`config.mk`:
```
export PLATFORM = sky130hd
export DESIGN_NAME = misr_signature_analyzer
export DESIGN_NICKNAME = d
export VERILOG_FILES = /design/src/rtl/misr_signature_analyzer.sv
export SDC_FILE = /design/constraint.sdc
export NUM_CORES = 1
export LEC_CHECK = 0
export CAP_MARGIN = 10
export CORE_AREA = 2 2 64 66
export DETAILED_ROUTE_END_ITERATION = 8
export DIE_AREA = 0 0 66 68
export PLACE_DENSITY_LB_ADDON = 0.3
export SYNTH_ARGS = -nofsm -noshare
export SYNTH_HDL_FRONTEND = slang
export SYNTH_SLANG_ARGS = --single-unit
```
`constraint.sdc`:
```
create_clock -name clk -period 2.1 [get_ports clk]
set_clock_uncertainty 0.15 [all_clocks]
set_input_delay 0.525 -clock clk [delete_from_list [all_inputs] [get_ports clk]]
set_output_delay 0.525 -clock clk [all_outputs]
set_load 0.02 [all_outputs]
```
`src/rtl/misr_signature_analyzer.sv`:
```
// Multiple-input signature register compacting CUT responses and comparing against a golden value.
// Optional MISR_XMASK_EN adds resp_mask to suppress unknown response bits before compaction.
module misr_signature_analyzer #(
   parameter int unsigned WIDTH         = 8,
   parameter int unsigned PATTERN_COUNT = 255,
   parameter int unsigned CW            = $clog2(PATTERN_COUNT + 1)
) (
   input  logic             clk,
   input  logic             set,
   input  logic             start,
   input  logic             S,
   input  logic             resp_valid,
   input  logic [WIDTH-1:0] resp,
`ifdef MISR_XMASK_EN
   input  logic [WIDTH-1:0] resp_mask,
`endif
   input  logic [WIDTH-1:0] golden,
   output logic             busy,
   output logic             done,
   output logic             pass,
   output logic [WIDTH-1:0] signature,
   output logic [CW-1:0]    count
);

   typedef enum logic [1:0] {
      ST_IDLE    = 2'd0,
      ST_COMPACT = 2'd1,
      ST_COMPARE = 2'd2,
      ST_DONE    = 2'd3
   } state_t;

   localparam logic [CW-1:0] LAST_IDX = CW'(PATTERN_COUNT - 1);

   state_t           r_state;
   logic [WIDTH-1:0] r_sig;
   logic [CW-1:0]    r_count;
   logic             r_mode;
   logic [WIDTH-1:0] r_golden;
   logic             r_busy;
   logic             r_done;
   logic             r_pass;

   logic             w_fb;
   logic [WIDTH-1:0] w_eff_resp;
   logic [WIDTH-1:0] w_sig_next;

`ifdef MISR_XMASK_EN
   assign w_eff_resp = resp & ~resp_mask;
`else
   assign w_eff_resp = resp;
`endif

   // Feedback tap pair chosen by the mode latched at start
   assign w_fb       = r_sig[WIDTH-1] ^ (r_mode ? r_sig[WIDTH-2] : r_sig[0]);
   assign w_sig_next = {r_sig[WIDTH-2:0], w_fb} ^ w_eff_resp;

   always_ff @(posedge clk or negedge set) begin
      if (!set) begin
         r_state  <= ST_IDLE;
         r_sig    <= '0;
         r_count  <= '0;
         r_mode   <= 1'b0;
         r_golden <= '0;
         r_busy   <= 1'b0;
         r_done   <= 1'b0;
         r_pass   <= 1'b0;
      end else begin
         case (r_state)
            ST_IDLE, ST_DONE: begin
               if (start) begin
                  r_state  <= ST_COMPACT;
                  r_sig    <= '0;
                  r_count  <= '0;
                  r_mode   <= S;
                  r_golden <= golden;
                  r_busy   <= 1'b1;
                  r_done   <= 1'b0;
                  r_pass   <= 1'b0;
               end
            end
            ST_COMPACT: begin
               if (resp_valid) begin
                  r_sig   <= w_sig_next;
                  r_count <= r_count + CW'(1);
                  if (r_count == LAST_IDX) begin
                     r_state <= ST_COMPARE;
                  end
               end
            end
            ST_COMPARE: begin
               r_state <= ST_DONE;
               r_busy  <= 1'b0;
               r_done  <= 1'b1;
               r_pass  <= (r_sig == r_golden);
            end
            default: begin
               r_state <= ST_IDLE;
            end
         endcase
      end
   end

   assign busy      = r_busy;
   assign done      = r_done;
   assign pass      = r_pass;
   assign signature = r_sig;
   assign count     = r_count;

endmodule

```
---- Word level (Yosys, flattened, before mapping) ----
Cells that the tools add are included.
W data, S select, Z words.
word-level totals
  register bits ........................... 30
  input port bits ......................... 21
  output and inout port bits .............. 19
  word-level logic and storage cells ...... 42
operators by class
  add/subtract/negate cells ............... 1
  equality and inequality tests ........... 8
  muxes and demuxes ....................... 15
  bitwise logic cells ..................... 2
  reductions and logical operators ........ 8
operators by type and width
  kind                   count
  $pmux W8 S2            2
  $mux W8                3
  $add A8 B1 Y8 const B  1
  $eq A8 B8 Y1           1
  $eq A8 B8 Y1 const B   1
  $xor A8 B8 Y8          1
  $mux W2                3
  $ne A2 B2 Y1 const B   3
  $pmux W1 S2            3
  $pmux W2 S3            1
  $reduce_and A3 Y1      2
  $eq A2 B2 Y1 const B   2
  $reduce_and A2 Y1      2
  $reduce_bool A2 Y1     2
  $mux W1                3
  $eq A2 B1 Y1 const B   1
  $logic_not A2 Y1       1
  $reduce_or A2 Y1       1
  $xor A1 B1 Y1          1

---- Depth between registers and ports, before layout ----
Gate-level depths: netlist (run 1).
  depth in word-level cells ............... 5
  mapped depth ............................ 7
  depth with buffers taken out ............ 6

---- Worst setup path before layout (run 1) ----
Ideal clock, no wire load.
  kind .................................... flip-flop to flip-flop
  start ................................... register r_state[0]
  end ..................................... register r_golden[0]
  library setup time ...................... 125 ps
  data arrival time ....................... 1,561 ps
  required time ........................... 1,825 ps
  slack ................................... 265 ps
  stages on the path, launching flop included .. 6
  buffers on the path ..................... 1
  period minus slack after synthesis ...... 1,835 ps
  cell sequence ........................... dfrtp_1 > inv_1 > ha_1 > nand2_1 > buf_1 > mux2_2
on the way
  longest elaborated chain between the ends .. 3
  elaborated cells between the ends (all ways) .. 4
  those cells by class .................... 1 x eq/ne; 3 x reduce/logical
ends and longest elaborated chain
  item                                                     RTL line  text
  from (decl)                                              34        state_t r_state;
  from (signal assigned)                                   59        r_state <= ST_IDLE;
  from (signal assigned)                                   71        r_state <= ST_COMPACT;
  from (signal assigned)                                   86        r_state <= ST_COMPARE;
  $eq A2 B2 Y1 / $logic_not A2 Y1 (equally long branches)  68        case (r_state)
  $reduce_or A2 Y1 (*)                                     68
  $reduce_and A2 Y1 (no line) (*)                          -
  to (signal assigned)                                     75        r_golden <= golden;
  to (decl)                                                38        logic [WIDTH-1:0] r_golden;
Every way passes the cells marked *; elsewhere a longest branch is shown, timed or not.
A chain may end at the register's enable or synchronous reset.

---- Worst setup path in the final report (run 1) ----
  start ................................... register r_sig[2] (netlist: signature[2])
  end ..................................... output port signature[2]
RTL lines
  item                    RTL line  text
  from (decl)             35        logic [WIDTH-1:0] r_sig;
  from (signal assigned)  83        r_sig <= w_sig_next;
  to (decl)               21        output logic [WIDTH-1:0] signature,
No word-level cell between the ends.

==> flow_summary.json, run 1 <==
{
  "synth_top_cell_area_share": 0.506,
  "path_cells": "clkdlybuf4s50_1",
  "period_share": 0.974,
  "syn_avg_cell_area_um2": 10.7,
  "fillCellCount": 364,
  "vias": 1207,
  "end_kind": "output port",
  "synthTopCellsByArea": "dfrtp_1 (51%), xnor2_1 (7.7%), mux2_2 (6.8%), xor2_1 (4.7%), ha_1 (4.2%)",
  "grt_pass1_wl_um": 5640,
  "leakage_nw": 0.954,
  "drt-initial-drc-count": 47,
  "regArea_um2": 751,
  "portBuffers": 39,
  "grt_pass1_vias": 1244,
  "fp.coreArea_um2": 3860,
  "track_usage": 0.174,
  "yosys_warnings": 0,
  "finalSetupTns_ps": 0,
  "overflow": 0,
  "hold_violations": 0,
  "drt-met1-wl_um": 1370,
  "outcome": "finished, final reports clean",
  "synth_edf_count": 0,
  "synth_area_um2": 1480,
  "clock_path_buffers": 2,
  "cp_max_fo": 4,
  "start_kind": "flop",
  "wl_met3_um": 181,
  "maxCapViolCount": 0,
  "highest_layer": "met4",
  "worst_pin_slew_ps": 383,
  "clock_sinks": 30,
  "crit_slowest_cell": "clkdlybuf4s50_1",
  "nets": 221,
  "path_clk_slew_ps": 60,
  "cts_tree": "yes",
  "layout_min_cycle_time_ps": 2050,
  "relSlewSlack": 0.744,
  "synth_nets": 165,
  "antenna_found_initial": 0,
  "power_w": 0.00189,
  "clkLatencyLatePin_ps": 280,
  "dr.pass1.iters": 4,
  "dieHeight_um": 68,
  "n_antenna_cell": 0,
  "synth_ff_type": "dfrtp_1",
  "hold-path-endpoint": "done",
  "initial_core_util": 0.384,
  "synth_area_leader_cell": "dfrtp_1",
  "cts_hold_buf": 0,
  "maxSlewViolCount": 0,
  "async_reset_ff_frac": 1.00,
  "io_pins": 40,
  "drc": 0,
  "netlist_instances": 139,
  "met2_length_um": 1660,
  "rsz0062_at_grt": "no",
  "fmax_mhz": 489,
  "cp_num_buf_inv": 1,
  "hp-class": "flop to flop",
  "arrival_ps": 1370,
  "power_density_nw_per_um2": 896,
  "layout-drive-gt1-share": 0.158,
  "cts_root_buf": "clkbuf_8",
  "postRouteAntennaNets": 0,
  "rows": 23,
  "r2r_slack_ps": 170,
  "ir_worst_vdd_v": 0.000455,
  "synth_cell_types": 28,
  "r2r-end": "count[7]",
  "yosys_register_bits": 30,
  "hold_depth": 1,
  "startpoint": "signature[2]",
  "required_ps": 1420,
  "cts_buffers": 5,
  "max_stage_delay_ps": 640,
  "crit_family": "buffers and inverters",
  "grt_max_degree": 31,
  "setup_viol_count_final": 0,
  "critPathKind": "flop to output port",
  "via_per_inst": 4.91,
  "worstHoldStart": "done",
  "ff2ff_path_depth": 6,
  "ys_seq_area_frac": 0.506,
  "dieArea_um2": 4490,
  "die_x_um": 66,
  "wl_um": 3270,
  "place_congestion": 0.817,
  "r2r_start": "r_state[0]",
  "wl_per_cell_um": 13.3,
  "multi_input_area_um2": 698,
  "area_growth_syn_to_layout_pct": 42.6,
  "hpwl_um": 2440,
  "htree_levels": 2
}
## flip-flops by register name, indices dropped and copies added (netlist names)
signal     count
r_golden       8
r_mode         1
pass           1
count          8
signature      8
busy           1
done           1
r_state        2
## timing repair
item / in CTS / in global routing
buffers inserted: 0 / 0
gates resized for setup: 1 / 1
setup endpoints to repair: 1 / 1
## cell type report
class / count / share of cell area
well taps: 50 / 0.0296
clock buffers: 7 / 0.0408
clock inverters: 1 / 0.00237
multi-input cells: 100 / 0.330
flip-flops and latches: 30 / 0.355
inverters: 6 / 0.0107
repair buffers: 52 / 0.231
## synthesized netlist by cell type, types with 4 or more instances
| cell | number |
|---|---|
| xor2_1 | 8 |
| nand3_1 | 4 |
| nand2_1 | 16 |
| a21oi_1 | 5 |
| ha_1 | 5 |
| mux2_2 | 9 |
| nor2_1 | 5 |
| nand4_1 | 6 |
| dfrtp_1 | 30 |
| inv_1 | 6 |
| o21ai_0 | 11 |
| xnor2_1 | 13 |
## where the power goes
part | internal (W) | switching (W)
clock network | 0.000264 | 0.000209
logic | 0.000324 | 0.000289
registers | 0.000669 | 0.000139
total | 0.00126 | 0.000637
## logic make-up after synthesis
kind of cell	after synthesis	synth area share
compound gates	23	0.0895
xor+xnor	21	0.124
fa+ha+maj	5	0.0422
buf+inv	9	0.0228
flops	30	0.506
mux	10	0.0785
simple gates	41	0.137
## placed cells by master (no fill, tap or decap), types with 6 or more instances in the layout
cell type / synthesis / final
o21ai_0: 11 / 11
xnor2_1: 13 / 13
buf_4: 0 / 13
xor2_1: 8 / 8
inv_1: 6 / 6
nand4_1: 6 / 6
clkdlybuf4s50_1: 0 / 37
mux2_2: 9 / 9
nand2_1: 16 / 16
dfrtp_1: 30 / 30
clkbuf_8: 0 / 6
## stage by stage
| stage | utilization | worst slack (ps) | hold slack [ps] | area, µm² | cells |
|---|---|---|---|---|---|
| after floorplan | - | 265 | 79.4 | 1480 | 139 |
| after global placement | 0.524 | -22.7 | 347 | 2020 | 238 |
| after detailed placement | 0.524 | -47.6 | 343 | 2020 | 238 |
| after CTS | 0.548 | 29.2 | 363 | 2110 | 246 |
| after global routing | 0.548 | 15.5 | 378 | 2110 | 246 |
| final | 0.548 | 54.4 | 358 | 2110 | 246 |
## routing by layer
layer | vias to the layer above | GRT usage
li1 | 595 | -
met1 | 569 | 0.187
met2 | 36 | 0.311
met3 | 7 | 0.0559
met4 | 0 | 0.0816
met5 | - | 0
## worst max path at each step
| stage | slack, ps | to | cells past startpoint |
|---|---|---|---|
| final | 50 | signature[2] | 1 |
| after global routing | 20 | signature[3] | 1 |
| after CTS | 30 | count[2] | 1 |
| after detailed placement | -50 | count[7] | 5 |
| after global placement | -20 | count[7] | 5 |
| after floorplan | 260 | r_golden[0] | 5 |
Power figures use the tool's default switching activity.
==> run 2, diff against run 1 <==
--- a/config.mk
+++ b/config.mk
@@ -10,6 +10,7 @@
 export DETAILED_ROUTE_END_ITERATION = 8
 export DIE_AREA = 0 0 66 68
 export PLACE_DENSITY_LB_ADDON = 0.3
+export SLEW_MARGIN = 30
 export SYNTH_ARGS = -nofsm -noshare
 export SYNTH_HDL_FRONTEND = slang
 export SYNTH_SLANG_ARGS = --single-unit
==> results of run 2 <==
Final layout, timing and power as in run 1 (identical DEF).
==> run 3, diff against run 2 <==
--- a/config.mk
+++ b/config.mk
@@ -9,8 +9,9 @@
 export CORE_AREA = 2 2 64 66
 export DETAILED_ROUTE_END_ITERATION = 8
 export DIE_AREA = 0 0 66 68
-export PLACE_DENSITY_LB_ADDON = 0.3
+export PLACE_DENSITY = 0.75
 export SLEW_MARGIN = 30
 export SYNTH_ARGS = -nofsm -noshare
 export SYNTH_HDL_FRONTEND = slang
 export SYNTH_SLANG_ARGS = --single-unit
+export TNS_END_PERCENT = 100
==> flow_summary.json, run 3 (same netlist as run 1, synthesis figures left out) <==
{
  "layout-drive-gt1-share": 0.168,
  "cts_setup_buffers": 0,
  "grt_pass1_vias": 1204,
  "grt_use_met1": 0.212,
  "path_cells": "clkdlybuf4s50_1",
  "hold_violations": 0,
  "hpwl_um": 2420,
  "place_ws_ps": -43.9,
  "end_kind": "output port",
  "cp_max_fo": 4,
  "cts_tree": "yes",
  "crit_family": "buffers and inverters",
  "fp.coreArea_um2": 3860,
  "r2r_slack_ps": 150,
  "leakage_nw": 0.960,
  "clock_sinks": 30,
  "multi_input_area_um2": 703,
  "drc": 0,
  "crit_slowest_cell": "clkdlybuf4s50_1",
  "netSwitchingFraction": 0.339,
  "start_kind": "flop",
  "power_frac_clock": 0.254,
  "place_congestion": 0.814,
  "hp-class": "flop to flop",
  "postRouteAntennaNets": 0,
  "path_clk_slew_ps": 60,
  "maxCapViolCount": 0,
  "mostFrequentLayoutCell": "clkdlybuf4s50_1",
  "regArea_um2": 751,
  "power_density_nw_per_um2": 903,
  "die_x_um": 66,
  "pwr-share-seq": 0.416,
  "grt_max_degree": 31,
  "worst_pin_slew_ps": 392,
  "clock_path_buffers": 2,
  "htree_levels": 2,
  "dieArea_um2": 4490,
  "finalSetupTns_ps": 0,
  "grt_pass1_wl_um": 5530,
  "layout_min_cycle_time_ps": 2050,
  "area_growth_syn_to_layout_pct": 43.5,
  "dieHeight_um": 68,
  "wl_per_cell_um": 13.5,
  "via_per_inst": 4.89,
  "rsz0062_at_grt": "no",
  "wl_um": 3330,
  "fin_cells": 247,
  "fmax_mhz": 488,
  "portBuffers": 39,
  "io_pins": 40,
  "nets": 222,
  "setup_viol_count_final": 0,
  "dp_cells": 239,
  "antenna_found_initial": 0,
  "relSlewSlack": 0.738,
  "period_share": 0.976,
  "busiest_layer": "met2",
  "critPathKind": "flop to output port",
  "cts_root_buf": "clkbuf_8",
  "internal-power_w": 0.00127,
  "vias": 1208,
  "fin_area_um2": 2130,
  "switching_power_w": 0.000652,
  "fin_ws_ps": 50.1,
  "arrival_ps": 1370,
  "n_antenna_cell": 0,
  "dr.pass1.iters": 4,
  "fillCellCount": 362,
  "clkLatencyLatePin_ps": 290,
  "grt_use_met2": 0.269,
  "maxSlewViolCount": 0,
  "required_ps": 1420,
  "drt-initial-drc-count": 35,
  "max_stage_delay_ps": 640,
  "rows": 23,
  "outcome": "finished, final reports clean",
  "cp_num_buf_inv": 1,
  "grt.met3_usage": 0.0674,
  "post_dp_cell_area_um2": 2030,
  "ir_worst_vdd_v": 0.000474,
  "layout_common_cells": "clkdlybuf4s50_1 (38), dfrtp_1 (30), nand2_1 (16)",
  "overflow": 0,
  "combPwrFrac": 0.330,
  "track_usage": 0.172,
  "initial_core_util": 0.384,
  "cts_buffers": 5
}
[run 3: cell count changes in the layout (fill, tap and decap cells not counted)]
cell             delta
buf_4               +1
clkdlybuf4s50_1     +1
nand3_2             +1
nand3_1             -1
dlygate4sd2_1       -1
[run 3: layout make-up]
class / count / area share
well taps: 50 / 0.0294
multi-input cells: 100 / 0.330
flip-flops and latches: 30 / 0.353
clock inverters: 1 / 0.00235
repair buffers: 53 / 0.234
inverters: 6 / 0.0106
clock buffers: 7 / 0.0406
[run 3: per-layer routing]
| metal | vias to the layer above | routed length (µm) |
|---|---|---|
| met2 | 39 | 1570 |
| met4 | 0 | 63 |
| li1 | 595 | - |
| met1 | 569 | 1490 |
| met5 | - | 0 |
| met3 | 5 | 208 |
[run 3: repair_timing]
item	in CTS	in global routing
hold buffers	0	0
endpoints found under the setup margin	0	3
gates resized for setup	0	2
[run 3: stage by stage]
| stage | power (W) | hold WS, ps | utilization |
|---|---|---|---|
| 6_report | 0.00192 | 355 | 0.552 |
| 5_1_grt | 0.00203 | 380 | 0.552 |
| 4_1_cts | 0.00194 | 358 | 0.550 |
| 3_5_place_dp | 0.00145 | 339 | 0.526 |
| 3_3_place_gp | 0.00144 | 342 | 0.526 |
| 2_1_floorplan | 0.00111 | 79.4 | - |
[run 3: power by group through the flow]
stage | Combinational [W] | Clock [W] | Sequential [W]
floorplan | 0.000203 | 0 | 0.000906
finish | 0.000634 | 0.000487 | 0.000801
detailed placement | 0.000641 | 0 | 0.000812
global placement | 0.000629 | 0 | 0.000808
global route | 0.000693 | 0.000518 | 0.000819
CTS | 0.000644 | 0.000494 | 0.000805
[run 3: worst paths after layout]
| path | from | endpoint | cells past startpoint |
|---|---|---|---|
| min | done | done | 1 |
| min reg2reg | done | done | 1 |
| max reg2reg | r_state[0] | count[7] | 6 |
| min in group asynchronous | set | count[7] | 2 |
| max | signature[2] | signature[2] | 1 |
| max in group asynchronous | set | r_golden[3] | 2 |
